<file path="src/rtl/rx_ctrl_pkg.sv">
// Shared types and constants for the receive packet controller.
// Holds the FSM state encoding, the expected sync pattern and the payload limit default.
package rx_ctrl_pkg;

  typedef enum logic [2:0] {
    ST_IDLE,
    ST_SYNC,
    ST_RX_BITS,
    ST_STORE,
    ST_EOP_WAIT,
    ST_DONE,
    ST_ERR
  } rx_state_e;

  localparam logic [7:0] SYNC_BYTE     = 8'h80;
  localparam int         MAX_BYTES_DEF = 64;

  // Bits arrive LSB first, so each new bit enters at the top and the byte shifts right.
  function automatic logic [7:0] shift_in(input logic [7:0] sh, input logic b);
    return {b, sh[7:1]};
  endfunction

endpackage

</file>
<file path="src/rtl/rx_bit_cnt.sv">
// 3-bit bit counter with synchronous clear and enable.
// wrap_o is high while the count sits at 7, i.e. the next enable completes a byte.
module rx_bit_cnt
  import rx_ctrl_pkg::*;
(
  input  logic       clk,
  input  logic       rst,
  input  logic       clr_i,
  input  logic       en_i,
  output logic [2:0] cnt_o,
  output logic       wrap_o
);

  logic [2:0] cnt_q;
  logic [2:0] cnt_d;

  always_comb begin
    cnt_d = cnt_q;
    if (clr_i) begin
      cnt_d = 3'd0;
    end else if (en_i) begin
      cnt_d = cnt_q + 3'd1;
    end
  end

  always_ff @(posedge clk or posedge rst) begin
    if (rst) begin
      cnt_q <= 3'd0;
    end else begin
      cnt_q <= cnt_d;
    end
  end

  assign cnt_o  = cnt_q;
  assign wrap_o = (cnt_q == 3'd7);

endmodule

</file>
<file path="src/rtl/rx_packet_ctrl.sv">
// Receive-side packet controller: checks the sync byte, assembles payload bytes,
// writes them to the receive FIFO and reports clean end of packet or error.
module rx_packet_ctrl
  import rx_ctrl_pkg::*;
#(
  parameter int MAX_BYTES = MAX_BYTES_DEF
) (
  input  logic       clk,
  input  logic       rst,
  input  logic       start_det,
  input  logic       bit_en,
  input  logic       d_bit,
  input  logic       eop,
  input  logic       fifo_full,
  output logic       unstuff_clr,
  output logic [7:0] rx_byte,
  output logic       byte_wr,
  output logic       rcving,
  output logic       rx_done,
  output logic       rx_error,
  output logic [6:0] byte_cnt
);

  localparam logic [7:0] MAX_B = 8'(MAX_BYTES);

  rx_state_e  state_q, state_d;
  logic [7:0] shift_q, shift_d;
  logic [6:0] byte_cnt_q, byte_cnt_d;
  logic [7:0] rx_byte_q, rx_byte_d;
  logic       byte_wr_q, byte_wr_d;
  logic       rx_error_q, rx_error_d;
  logic       eop_seen_q, eop_seen_d;

  logic       cnt_clr;
  logic       cnt_en;
  logic [2:0] bit_cnt;
  logic       bit_wrap;
  logic [7:0] shift_nxt;
  logic       store_ok;

  rx_bit_cnt u_bit_cnt (
    .clk    (clk),
    .rst    (rst),
    .clr_i  (cnt_clr),
    .en_i   (cnt_en),
    .cnt_o  (bit_cnt),
    .wrap_o (bit_wrap)
  );

  assign shift_nxt = shift_in(shift_q, d_bit);
  assign store_ok  = !fifo_full && ({1'b0, byte_cnt_q} < MAX_B);

  always_comb begin
    state_d    = state_q;
    shift_d    = shift_q;
    byte_cnt_d = byte_cnt_q;
    rx_byte_d  = rx_byte_q;
    byte_wr_d  = 1'b0;
    rx_error_d = rx_error_q;
    eop_seen_d = eop_seen_q;
    cnt_clr    = 1'b0;
    cnt_en     = 1'b0;

    case (state_q)
      ST_IDLE: begin
        if (start_det) begin
          state_d    = ST_SYNC;
          cnt_clr    = 1'b1;
          shift_d    = 8'h00;
          byte_cnt_d = 7'd0;
          rx_error_d = 1'b0;
          eop_seen_d = 1'b0;
        end
      end
      ST_SYNC: begin
        if (eop) begin
          state_d = ST_ERR;
        end else if (bit_en) begin
          shift_d = shift_nxt;
          cnt_en  = 1'b1;
          if (bit_wrap) begin
            state_d = (shift_nxt == SYNC_BYTE) ? ST_RX_BITS : ST_ERR;
          end
        end
      end
      ST_RX_BITS: begin
        // eop wins over a same-cycle strobe; a byte boundary is the only clean place to end
        if (eop) begin
          state_d = (bit_cnt == 3'd0) ? ST_EOP_WAIT : ST_ERR;
        end else if (bit_en) begin
          shift_d = shift_nxt;
          cnt_en  = 1'b1;
          if (bit_wrap) begin
            state_d = ST_STORE;
          end
        end
      end
      ST_STORE: begin
        if (bit_en && !eop) begin
          shift_d = shift_nxt;
          cnt_en  = 1'b1;
        end
        if (store_ok) begin
          byte_wr_d  = 1'b1;
          rx_byte_d  = shift_q;
          byte_cnt_d = byte_cnt_q + 7'd1;
          state_d    = ST_RX_BITS;
        end else begin
          state_d = ST_ERR;
        end
      end
      ST_EOP_WAIT: begin
        if (!eop) begin
          state_d = ST_DONE;
        end
      end
      ST_DONE: begin
        state_d = ST_IDLE;
      end
      ST_ERR: begin
        if (eop) begin
          eop_seen_d = 1'b1;
        end else if (eop_seen_q) begin
          state_d = ST_IDLE;
        end
      end
      default: begin
        state_d = ST_IDLE;
      end
    endcase

    // Entering ERR because of eop counts as having already seen it high.
    if ((state_d == ST_ERR) && (state_q != ST_ERR)) begin
      rx_error_d = 1'b1;
      eop_seen_d = eop;
    end
  end

  always_ff @(posedge clk or posedge rst) begin
    if (rst) begin
      state_q    <= ST_IDLE;
      shift_q    <= 8'h00;
      byte_cnt_q <= 7'd0;
      rx_byte_q  <= 8'h00;
      byte_wr_q  <= 1'b0;
      rx_error_q <= 1'b0;
      eop_seen_q <= 1'b0;
    end else begin
      state_q    <= state_d;
      shift_q    <= shift_d;
      byte_cnt_q <= byte_cnt_d;
      rx_byte_q  <= rx_byte_d;
      byte_wr_q  <= byte_wr_d;
      rx_error_q <= rx_error_d;
      eop_seen_q <= eop_seen_d;
    end
  end

  assign unstuff_clr = (state_q == ST_IDLE) && start_det && !rst;
  assign rcving      = (state_q == ST_SYNC) || (state_q == ST_RX_BITS) ||
                       (state_q == ST_STORE) || (state_q == ST_EOP_WAIT);
  assign rx_done     = (state_q == ST_DONE);
  assign rx_byte     = rx_byte_q;
  assign byte_wr     = byte_wr_q;
  assign rx_error    = rx_error_q;
  assign byte_cnt    = byte_cnt_q;

endmodule

</file>
<file path="config.mk">
export PLATFORM = sky130hd
export DESIGN_NAME = rx_packet_ctrl
export DESIGN_NICKNAME = d
export VERILOG_FILES = /design/src/rtl/rx_ctrl_pkg.sv /design/src/rtl/rx_bit_cnt.sv /design/src/rtl/rx_packet_ctrl.sv
export SDC_FILE = /design/constraint.sdc
export NUM_CORES = 1
export LEC_CHECK = 0
export BUFFER_PORTS_ARGS = -buffer_cell sky130_fd_sc_hd__buf_2
export CORE_MARGIN = 4
export CORE_UTILIZATION = 30
export DETAILED_ROUTE_END_ITERATION = 8
export PLACE_DENSITY = 0.44
export SLEW_MARGIN = 0
export SYNTH_ARGS = -nofsm -noshare
export SYNTH_HDL_FRONTEND = slang
export SYNTH_SLANG_ARGS = --single-unit
</file>
<file path="constraint.sdc">
create_clock -name clk -period 3.43 [get_ports clk]
set_input_delay 0.8575 -clock clk [delete_from_list [all_inputs] [get_ports clk]]
set_output_delay 0.8575 -clock clk [all_outputs]
set_load 0.05 [all_outputs]
</file>
Yosys cells after proc, flatten, opt, wreduce, memory -nomap -nowiden
Index checks and enable logic that the tools add are counted.
{"block": "op_classes", "order_cmp": 1, "eq_ne": 17, "n_mux": 38, "n_reduce_logical": 25, "n_addsub": 2}
{"operator": "$mux W3", "count": 14}
{"operator": "$mux W8", "count": 4}
{"operator": "$pmux W8 S3", "count": 1}
{"operator": "$pmux W3 S6", "count": 1}
{"operator": "$eq A3 B3 Y1 const B", "count": 5}
{"operator": "$mux W7", "count": 2}
{"operator": "$pmux W7 S2", "count": 1}
{"operator": "$mux W1", "count": 12}
{"operator": "$ne A3 B3 Y1 const B", "count": 3}
{"operator": "$eq A8 B8 Y1 const B", "count": 1}
{"operator": "$ne A2 B2 Y1 const B", "count": 4}
{"operator": "$reduce_bool A2 Y1", "count": 4}
{"operator": "$add A7 B1 Y7 const B", "count": 1}
{"operator": "$lt A7 B7 Y1 const B", "count": 1}
{"operator": "$eq A3 B2 Y1 const B", "count": 2}
{"operator": "$logic_not A3 Y1", "count": 2}
{"operator": "$reduce_and A3 Y1", "count": 2}
{"operator": "$reduce_bool A3 Y1", "count": 2}
{"operator": "$logic_and A1 B1 Y1", "count": 5}
{"operator": "$reduce_and A5 Y1", "count": 1}
{"operator": "$pmux W1 S2", "count": 2}
{"operator": "$reduce_and A2 Y1", "count": 2}
{"operator": "$add A3 B1 Y3 const B", "count": 1}
{"operator": "$eq A3 B1 Y1 const B", "count": 1}
{"operator": "other kinds (5)", "count": 9}
{"block": "totals", "out_inout_bits": 20, "inputBits": 7, "regBits": 32}

Depth between registers and ports, before layout
Gate-level depths: netlist of the first run.
{"block": "depth", "depth_word": 10, "depth_mapped": 7}

Modules after synthesis
A second synthesis of the first run with hierarchy kept.
{"block": "hier_totals", "hier_cells": 171, "hier_area_um2": 1555.2}
{"module": "rx_packet_ctrl", "area_per_inst_um2": 1411.4, "seq_area_each_um2": 725.7, "cells_per_inst": 159, "instances": 1}
{"module": "rx_bit_cnt", "area_per_inst_um2": 143.9, "seq_area_each_um2": 75.1, "cells_per_inst": 12, "instances": 1}

Least setup slack after synthesis of the first run
OpenSTA, ideal clock, no wires.
{"block": "synth_timing", "path_kind": "in2out", "from": "in start_det", "to": "out unstuff_clr", "t_required_ns": 2.572, "arrival_time_ns": 1.964, "cell_stages": 3, "path_slack_ns": 0.609, "path_cell_list": "nand2b_1 -> or3_1 -> nor2_1"}
{"block": "synth_via", "elab_chain_cells": 2}
{"element": "from (decl)", "line": "rx_packet_ctrl.sv:10", "text": "input logic start_det,"}
{"element": "$logic_and A1 B1 Y1 (2 in series)", "line": "rx_packet_ctrl.sv:159", "text": "assign unstuff_clr = (state_q == ST_IDLE) && start_det && !rst;"}
{"element": "to (decl)", "line": "rx_packet_ctrl.sv:15", "text": "output logic unstuff_clr,"}
No other way between the ends.

Final worst setup path of the first run
{"block": "layout_timing", "from": "reg state_q[2]", "to": "out unstuff_clr"}
{"block": "layout_via", "elab_chain_cells": 3}
{"element": "from (decl)", "line": "rx_packet_ctrl.sv:26", "text": "rx_state_e state_q, state_d;"}
{"element": "from (signal assigned)", "line": "rx_packet_ctrl.sv:149", "text": "state_q <= state_d;"}
{"element": "$logic_not A3 Y1", "line": "rx_packet_ctrl.sv:159"}
{"element": "$logic_and A1 B1 Y1 (2 in series)", "line": "rx_packet_ctrl.sv:159"}
No other way between the ends.

==> impl_summary.log, run 1 <==
INFO  metric synth.top_cells.by_count = 48 x sky130_fd_sc_hd__nand2_1, 32 x sky130_fd_sc_hd__dfrtp_1, 13 x sky130_fd_sc_hd__nor2_1
INFO  metric cts_post_setup_buffers_inserted = 0
INFO  metric synthArstFlopShare = 1.000
INFO  metric place_inst = between 200 and 300
INFO  metric drt_pre_antenna_iters = 4
INFO  metric synthesis_to_finish_area_growth = 17.47%
INFO  metric number_of_enable_type_register_cells_in_the_synthesized_netlist = 0
INFO  metric total_number_of_h_tree_levels = 2
INFO  metric grt_overflow = 0
INFO  metric instances_no_fill = 268
INFO  metric rsz0062_at_grt = no
INFO  metric synthesis.yosys.warnings = 0
INFO  metric postLayoutCoreUtil = 0.3658
INFO  metric fmax = between 300 and 400 MHz
INFO  metric drt-initial-drc-count = 72
INFO  metric outcome = complete, no violations
INFO  metric worstMarginPinSlew = 910.5 ps
INFO  metric routed_wl = 3497 µm
INFO  metric cts_tree = done
INFO  metric fp-row-count = 26
INFO  metric timing_max_transition_violations_final = 0
INFO  metric first_global_vias = 1252
INFO  metric timing.slew.headroom = 0.3907
INFO  metric i_o_pin_count = 27
INFO  metric max_cap_viol_count = 0
INFO  metric globalRouteTotalUtil = 0.1162
INFO  metric die_h = 80.81 µm
INFO  metric floorplan.die.width = 80.81 µm
INFO  metric min_clock_period_post_route = 2774 ps
INFO  metric fin_skew = 6.693 ps
INFO  metric synth_most_common_cell = sky130_fd_sc_hd__nand2_1
INFO  metric worstSkewPairLatency = 280 ps
INFO  metric vias = 1247
INFO  metric crit_path_end_kind = primary output
INFO  metric setup-tns-final = 0 ps
INFO  metric whs = 469.7 ps
INFO  metric largest_net_degree_at_the_start_of_global_routing = 20
INFO  metric clock-sinks = 32
INFO  metric final_power = approximately 1.5 mW
INFO  metric multi_input_comb_area = 715.7 µm²
INFO  metric cts_inserted_buffers = 5
INFO  metric numPortBuffers = 26
INFO  metric synth_top_cells_by_area = sky130_fd_sc_hd__dfrtp_1 50%, sky130_fd_sc_hd__nand2_1 11%, sky130_fd_sc_hd__o21ai_0 3.8%, sky130_fd_sc_hd__ha_1 3.1%, sky130_fd_sc_hd__nor2_1 3.1%
INFO  metric category_of_cells_accounting_for_the_largest_share_of_critical_path_delay = simple AND/OR/NAND/NOR gates
INFO  metric final_report_hold_violation_count = 0
INFO  metric post_dp_cell_area = about 1800 µm²
INFO  metric fillCellCount = 540
INFO  metric synth_area = 1590 µm²
INFO  metric core-area = roughly 5100 µm²
INFO  metric worst_ep_arrival_time = between 1500 and 2000 ps
INFO  metric stdcell_area = 1868 µm²
INFO  metric syn_avg_cell_area = 9.355 µm²
INFO  metric grt_antenna_before_repair = 0
INFO  metric worst_setup_hold_path_clk_slew = 70 ps
INFO  metric num_antenna_cells = 0
INFO  metric post-route-worst-setup-slack = 655.6 ps
INFO  metric path_max_fanout = 13
INFO  metric leakagePower = 0.9563 nW
INFO  metric post_cts.resized_instances = 0
INFO  metric ir_worst_vdd = 0.0004641 V
INFO  metric post_route_cells_drive_above_1_share = 0.2121
INFO  metric synthDominantCellAreaShare = 0.5035
INFO  metric synth_top_cell_by_area = sky130_fd_sc_hd__dfrtp_1
INFO  metric fp.dieArea = between 6000 and 7000 µm²
INFO  metric sequential_cell_area = 800.8 µm²
INFO  metric ys.flop_type = sky130_fd_sc_hd__dfrtp_1
INFO  metric holdCritPathClass = register to register
INFO  metric final-setup-viol-count = 0
INFO  metric global_route_wire_length_before_repair = 5837 µm
INFO  metric crit_type = register to primary output
INFO  metric final_antenna_net_count = 0
INFO  metric globalplace.congestion = 0.7908
INFO  metric hpwlAfterDp = 2569 µm
INFO  metric synth.yosys.seq_area_share = 0.5035
INFO  metric cts.hold.buffers_added = 0
INFO  metric timing.critical_path.required = 2570 ps
INFO  metric maximum_number_of_buffers_from_clock_root_to_sink = 2
INFO  metric finalNetCount = 208
INFO  metric postSynthNetCount = 181
INFO  metric critical-path-max-stage-delay = 560 ps
INFO  metric number_of_unique_standard_cell_types_used_by_synthesis = 37
INFO  metric slowest_stage = sky130_fd_sc_hd__dfrtp_1
INFO  metric cp_cell_sequence = nand2b_1 -> or3_1 -> nor2_1 -> buf_2
INFO  metric syn_inst = 170
INFO  metric critPathBufInv = 1
INFO  metric power_per_cell_area = approximately 800 nW/µm²
INFO  metric clock_tree.root_cell = sky130_fd_sc_hd__clkbuf_8
INFO  metric wire_per_inst = roughly 13 µm
INFO  metric detailedPlace.worstSlack = 736.4 ps
INFO  metric drc_errors = 0
INFO  metric worstSetupStartpointType = register
INFO  metric final.period_utilization = 0.8089
INFO  metric viasPerCell = 4.653
INFO  metric floorplan.initialDensity = 0.3114
INFO  metric ys_ff_latch = 32
==> worst register-to-register path, stage by stage, from the launching register on <==
cell and delay [ps]:
sky130_fd_sc_hd__dfrtp_1 550, sky130_fd_sc_hd__nor3b_1 350, sky130_fd_sc_hd__nand2b_1 340, sky130_fd_sc_hd__inv_1 450
sky130_fd_sc_hd__nand4_1 170, sky130_fd_sc_hd__xor2_1 170, sky130_fd_sc_hd__nor2_1 60
==> final timing paths <==
check,from,endpoint,cells after the start,slack (ps)
max,state_q[2],unstuff_clr,4,660
min,rx_byte[3],rx_byte[3],2,470
max reg2reg,state_q[1],byte_cnt[5],6,1230
min reg2reg,rx_byte[3],rx_byte[3],2,470
max in group asynchronous,rst,state_q[1],3,2150
min in group asynchronous,rst,rx_byte[3],2,610
==> cells by family (layout without fill, tap and decap cells) <==
family	Yosys count	after routing	share of synthesized area
compound gates	23	23	0.1015
xor+xnor	6	6	0.03304
fa+ha+maj	4	4	0.03147
buf+inv	16	44	0.04642
flops	32	32	0.5035
mux	3	3	0.02203
simple gates	86	86	0.2620
==> cells in the final DEF (no fill, tap or decap), drive strengths merged, types with 2 or more instances in the layout <==
cell type,synthesis,layout
mux2i,2,2
clkinv,0,2
inv,9,9
nand2b,5,5
buf,5,27
and3,3,3
o21ai,14,14
a21oi,3,3
nor2,14,14
dfrtp,32,32
nand3,3,3
ha,4,4
nand2,48,48
xnor2,2,2
clkbuf,2,6
nand4,2,2
or3,2,2
nor4b,2,2
xor2,4,4
nor3,4,4
==> cell type report <==
cell class | count | share of cell area
clock buffer | 6 | 0.04421
sequential | 32 | 0.4287
tap | 70 | 0.04689
clock inverter | 2 | 0.005358
timing repair buffer | 27 | 0.07368
inverter | 9 | 0.01808
multi-input combinational | 122 | 0.3831
==> registers in the layout, indices dropped and copies added (netlist names) <==
signal,count
eop_seen_q,1
byte_cnt,7
u_bit_cnt.cnt_o,3
rx_error,1
state_q,3
shift_q,8
byte_wr,1
rx_byte,8
==> power breakdown <==
group / total (mW) / leakage, nW / internal, mW / switching, mW
Clock: 0.295 / 0.0510 / 0.160 / 0.135
Combinational: 0.632 / 0.469 / 0.185 / 0.447
Sequential: 0.576 / 0.436 / 0.461 / 0.115
Total: 1.50 / 0.956 / 0.807 / 0.697
==> metal layers <==
layer | part of all wire | global-route usage
met1 | 0.48 | 0.1510
met2 | 0.48 | 0.1856
met3 | 0.033 | 0.02882
met4 | 0.0051 | 0.04561
met5 | 0 | 0
Note: power is estimated with default switching activity, not from simulation.
==> inputs of run 2 (changes only) <==
- PLACE_DENSITY: 0.44 -> 0.46
- clock period: 3.43 -> 2.55 ns (I/O delays scaled with it)
==> run 2 against run 1 <==
  * Sequential power increased by 28%
  * Sequential share of layout area decreased by 1.1 points
  * Die area unchanged
  * Cell area increased by 2.6%
  * Critical path type unchanged
  * Largest cell class unchanged
  * Largest power group unchanged
==> impl_summary.log, run 2 (synthesis gave the netlist of run 1 again) <==
INFO  metric hpwlAfterDp = 2571 µm
INFO  metric viasPerCell = 4.651
INFO  metric fp.dieArea = 6529 µm²
INFO  metric ir_worst_vdd = 0.0002832 V
INFO  metric drt-initial-drc-count = 83
INFO  metric drt_pre_antenna_iters = 4
INFO  metric clock_tree.root_cell = sky130_fd_sc_hd__clkbuf_8
INFO  metric floorplan.die.width = 80.81 µm
INFO  metric crit_type = register to primary output
INFO  metric globalplace.congestion = ~0.75
INFO  metric synthesis_to_finish_area_growth = 20.54%
INFO  metric timing_max_transition_violations_final = 0
INFO  metric path_max_fanout = 12
INFO  metric clock-sinks = 32
INFO  metric cts_post_setup_buffers_inserted = 0
INFO  metric fmax = 426.4 MHz
INFO  metric mostFrequentLayoutCells = 48 x sky130_fd_sc_hd__nand2_1, 32 x sky130_fd_sc_hd__dfrtp_1, 26 x sky130_fd_sc_hd__buf_2
INFO  metric worstSkewPairLatency = 290 ps
INFO  metric final_power = 2.128 mW
INFO  metric outcome = complete, no violations
INFO  metric cts_tree = done
INFO  metric worst_ep_arrival_time = around 1700 ps
INFO  metric final-setup-viol-count = 0
INFO  metric globalRouteTotalUtil = 0.1245
INFO  metric power_per_cell_area = 1110 nW/µm²
INFO  metric worst_setup_hold_path_clk_slew = 70 ps
INFO  metric grt_antenna_before_repair = 0
INFO  metric rsz0062_at_grt = no
INFO  metric fin_skew = about 3.5 ps
INFO  metric largest_net_degree_at_the_start_of_global_routing = 33
INFO  metric maximum_number_of_buffers_from_clock_root_to_sink = 2
INFO  metric timing.slew.headroom = 0.4565
INFO  metric vias = about 1.3k
INFO  metric core-area = 5107 µm²
INFO  metric cts_inserted_buffers = 5
INFO  metric final.period_utilization = 0.9197
INFO  metric worstMarginPinSlew = between 800 and 900 ps
INFO  metric timing.critical_path.required = 1910 ps
INFO  metric holdCritPathClass = primary input to async pin
INFO  metric total_number_of_h_tree_levels = 2
INFO  metric fp-row-count = 26
INFO  metric first_global_vias = 1298
INFO  metric routed_wl = between 3000 and 4000 µm
INFO  metric setup-tns-final = 0 ps
INFO  metric drc_errors = 0
INFO  metric max_cap_viol_count = 0
INFO  metric worstSetupStartpointType = register
INFO  metric numPortBuffers = 26
INFO  metric num_antenna_cells = 0
INFO  metric wire_per_inst = 13.08 µm
INFO  metric finalNetCount = about 210
INFO  metric final_antenna_net_count = 0
INFO  metric final_report_hold_violation_count = 0
INFO  metric die_h = 80.81 µm
INFO  metric grt_overflow = 0
INFO  metric post_cts.resized_instances = 0
INFO  metric global_route_wire_length_before_repair = 6175 µm
INFO  metric crit_path_end_kind = primary output
INFO  metric most_frequent_standard_cell_in_the_layout_excluding_fill_and_tap_cells = sky130_fd_sc_hd__nand2_1
INFO  metric floorplan.initialDensity = 0.3114
INFO  metric i_o_pin_count = 27
INFO  metric min_clock_period_post_route = roughly 2300 ps
INFO  metric post_route_cells_drive_above_1_share = 0.2277
INFO  metric leakagePower = 0.9793 nW
INFO  metric cts.hold.buffers_added = 0
[run 2: cell types whose count changed in the layout (fill, tap and decap cells not counted)]
cell	delta
sky130_fd_sc_hd__bufinv_16	+1
sky130_fd_sc_hd__clkinv_2	-1
sky130_fd_sc_hd__clkinvlp_4	+1
sky130_fd_sc_hd__buf_4	+4
sky130_fd_sc_hd__clkbuf_8	-1
[run 2: report_power, final]
| part | total, mW | switching (mW) | internal (mW) |
|---|---|---|---|
| Combinational | 0.898 | 0.628 | 0.270 |
| Sequential | 0.738 | 0.117 | 0.621 |
| Clock | 0.491 | 0.202 | 0.289 |
| Total | 2.13 | 0.948 | 1.18 |
[run 2: worst max-delay path, cell delays in order, from the launching register on]
cell and delay [ps]:
sky130_fd_sc_hd__dfrtp_1 540, sky130_fd_sc_hd__or3_1 510, sky130_fd_sc_hd__nor2_1 110, sky130_fd_sc_hd__buf_2 260
[run 2: through the flow]
stage / std cells / cell area (µm²) / setup slack [ps] / hold WS, ps / util
finish: 272 / 1917 / 204.8 / 436.4 / 0.3753
global route: 272 / 1917 / 102.0 / 484.6 / 0.3753
CTS: 272 / 1917 / 188.5 / 449.4 / 0.3753
detailed placement: 264 / 1805 / 336.4 / 466.2 / 0.3535
global placement: 264 / 1805 / 328.3 / 456.7 / 0.3535
floorplan: 170 / 1590 / 168.7 / 438.6 / -
[run 2: area by class of cell]
class	count	area (µm²)
fill	558	3191
sequential	32	800.8
multi-input combinational	122	715.7
timing repair buffer	31	167.7
tap	70	87.58
clock buffer	5	68.82
clock inverter	3	42.54
inverter	9	33.78
[run 2: routing by layer]
| metal | vias to the layer above | track usage | wire [µm] |
|---|---|---|---|
| li1 | 624 | - | - |
| met4 | 0 | 0.04561 | 61 |
| met3 | 6 | 0.03880 | 176 |
| met2 | 23 | 0.2061 | 1769 |
| met5 | - | 0 | 0 |
| met1 | 612 | 0.1521 | 1551 |
[run 2: path summary, 6_finish.rpt]
check	from	end	slack, ps	cells after the start
max	state_q[0]	unstuff_clr	200	3
min	rst	byte_cnt[1]	440	3
max reg2reg	u_bit_cnt.cnt_o[0]	eop_seen_q	440	7
min reg2reg	rx_byte[2]	rx_byte[2]	480	2
max in group asynchronous	rst	shift_q[1]	1800	3
min in group clk	rx_byte[2]	rx_byte[2]	480	2
==> inputs of run 3 (changes only) <==
- PLACE_DENSITY: 0.46 -> 0.44
- clock period: 2.55 -> 2.9 ns (I/O delays scaled with it)
==> run 3 against run 2 <==
  * Total power is 15% lower
  * Setup slack better by 230 ps
  * Core utilization is 0.44 points lower
  * Flip-flop and latch count stayed put
  * Critical path depth stayed put
  * Combinational power is 11% lower
  * Clock skew hardly changed
  * Cell count is 0.74% lower
  * Largest power group unchanged
==> impl_summary.log, run 3 (synthesis gave the netlist of run 1 again) <==
INFO  metric outcome = complete, no violations
INFO  metric worst_ep_arrival_time = 1740 ps
INFO  metric worstRegToRegCells = 7
INFO  metric whs = 467.6 ps
INFO  metric post_route_cells_drive_above_1_share = 0.2200
INFO  metric most_frequent_standard_cell_in_the_layout_excluding_fill_and_tap_cells = sky130_fd_sc_hd__nand2_1
INFO  metric numPortBuffers = 26
INFO  metric max_cap_viol_count = 0
INFO  metric min_clock_period_post_route = 2465 ps
INFO  metric worst_setup_hold_path_clk_slew = 60 ps
INFO  metric timing.critical_path.required = roughly 2200 ps
INFO  metric grt_overflow = 0
INFO  metric cp_cell_sequence = or3_1 -> nor2_1 -> buf_2
INFO  metric fp.dieArea = ~6500 µm²
INFO  metric die_h = 80.81 µm
INFO  metric clock_tree.root_cell = sky130_fd_sc_hd__clkbuf_8
INFO  metric finalNetCount = roughly 210
INFO  metric crit_type = register to primary output
INFO  metric fillCellCount = 530
INFO  metric mostFrequentLayoutCells = 48 x sky130_fd_sc_hd__nand2_1, 32 x sky130_fd_sc_hd__dfrtp_1, 26 x sky130_fd_sc_hd__buf_2
INFO  metric largest_net_degree_at_the_start_of_global_routing = 18
INFO  metric globalRouteTotalUtil = 0.1225
INFO  metric hold_depth = 2
INFO  metric floorplan.initialDensity = 0.3114
INFO  metric holdCritPathClass = register to register
INFO  metric multi_input_comb_area = just over 700 µm²
INFO  metric grt_antenna_before_repair = 0
INFO  metric slowest_stage = sky130_fd_sc_hd__dfrtp_1
INFO  metric cts_tree = done
INFO  metric cts.hold.buffers_added = 0
INFO  metric drt-initial-drc-count = approximately 60
INFO  metric category_of_cells_accounting_for_the_largest_share_of_critical_path_delay = simple AND/OR/NAND/NOR gates
INFO  metric drt_pre_antenna_iters = 4
INFO  metric final-setup-viol-count = 0
INFO  metric fp-row-count = 26
INFO  metric cts_inserted_buffers = 5
INFO  metric final.period_utilization = 0.8499
INFO  metric clock-sinks = 32
INFO  metric floorplan.die.width = 80.81 µm
INFO  metric crit_cells = 3
INFO  metric total_number_of_h_tree_levels = 2
INFO  metric ir_worst_vdd = 0.0005280 V
INFO  metric maximum_number_of_buffers_from_clock_root_to_sink = 2
INFO  metric power_per_cell_area = 958.1 nW/µm²
INFO  metric post_cts.resized_instances = 0
INFO  metric timing.slew.headroom = 0.4170
INFO  metric viasPerCell = 4.622
INFO  metric final_report_hold_violation_count = 0
INFO  metric drc_errors = 0
INFO  metric routed_wl = 3543 µm
INFO  metric vias = 1248
INFO  metric wire_per_inst = between 10 and 15 µm
INFO  metric path_max_fanout = 12
INFO  metric worstSetupStartpointType = register
INFO  metric worstSkewPairLatency = 280 ps
INFO  metric fmax = 405.7 MHz
INFO  metric crit_path_end_kind = primary output
INFO  metric num_antenna_cells = 0
INFO  metric hpwlAfterDp = 2558 µm
INFO  metric global_route_wire_length_before_repair = a little over 6000 µm
INFO  metric final_antenna_net_count = 0
INFO  metric i_o_pin_count = 27
INFO  metric timing_max_transition_violations_final = 0
INFO  metric fin_skew = 3.809 ps
INFO  metric cts_post_setup_buffers_inserted = 0
INFO  metric leakagePower = 0.9703 nW
INFO  metric first_global_vias = 1279
INFO  metric critical-path-max-stage-delay = 540 ps
INFO  metric synthesis_to_finish_area_growth = 19.12%
INFO  metric rsz0062_at_grt = no
INFO  metric globalplace.congestion = 0.8178
INFO  metric setup-tns-final = 0 ps
INFO  metric sequential_cell_area = ~800 µm²
INFO  metric worstMarginPinSlew = 871.4 ps
INFO  metric core-area = 5107 µm²
INFO  metric critPathBufInv = 1
## run 3: final timing paths
check	slack [ps]	to	startpoint
setup reg to reg	780	eop_seen_q	u_bit_cnt.cnt_o[0]
hold / removal	470	rx_byte[0]	shift_q[0]
min in group asynchronous	550	byte_wr	rst
setup / recovery	440	unstuff_clr	state_q[0]
max in group asynchronous	1680	shift_q[1]	rst
hold reg to reg	470	rx_byte[0]	shift_q[0]
## run 3: power by group
group,internal [mW],leakage [nW],switching [mW]
combinational,0.233,0.484,0.567
sequential,0.546,0.436,0.102
clock,0.211,0.0503,0.155
## run 3: metrics by stage
stage                     cell area, µm²  setup slack (ps)  total power [mW]  instances  utilization
after floorplan                     1590             343.7             1.277        170            -
after global placement              1798             494.7             1.440        263       0.3520
after detailed placement            1798             480.2             1.454        263       0.3520
after CTS                           1894             424.0             1.838        270       0.3709
after global routing                1894             349.9             1.950        270       0.3709
final                               1894             435.4             1.815        270       0.3709
## run 3: cell type report
class | instances | area share
Timing Repair Buffer | 30 | 0.08454
Inverter | 9 | 0.01783
Tap cell | 70 | 0.04624
Multi-Input combinational cell | 122 | 0.3778
Sequential cell | 32 | 0.4227
Clock buffer | 7 | 0.05086
## run 3: metal layers
layer | part of all wire | GRT usage | wire length (µm)
met1 | 0.46 | 0.1560 | 1617
met4 | 0.014 | 0.03885 | 51
met5 | 0 | 0 | 0
met2 | 0.48 | 0.1962 | 1684
met3 | 0.053 | 0.04102 | 189
## run 3: worst min-delay path, stage by stage, from the launching register on
cell                      delay [ps]
sky130_fd_sc_hd__dfrtp_1         340
sky130_fd_sc_hd__nand2_1          50
sky130_fd_sc_hd__nand2_1          50
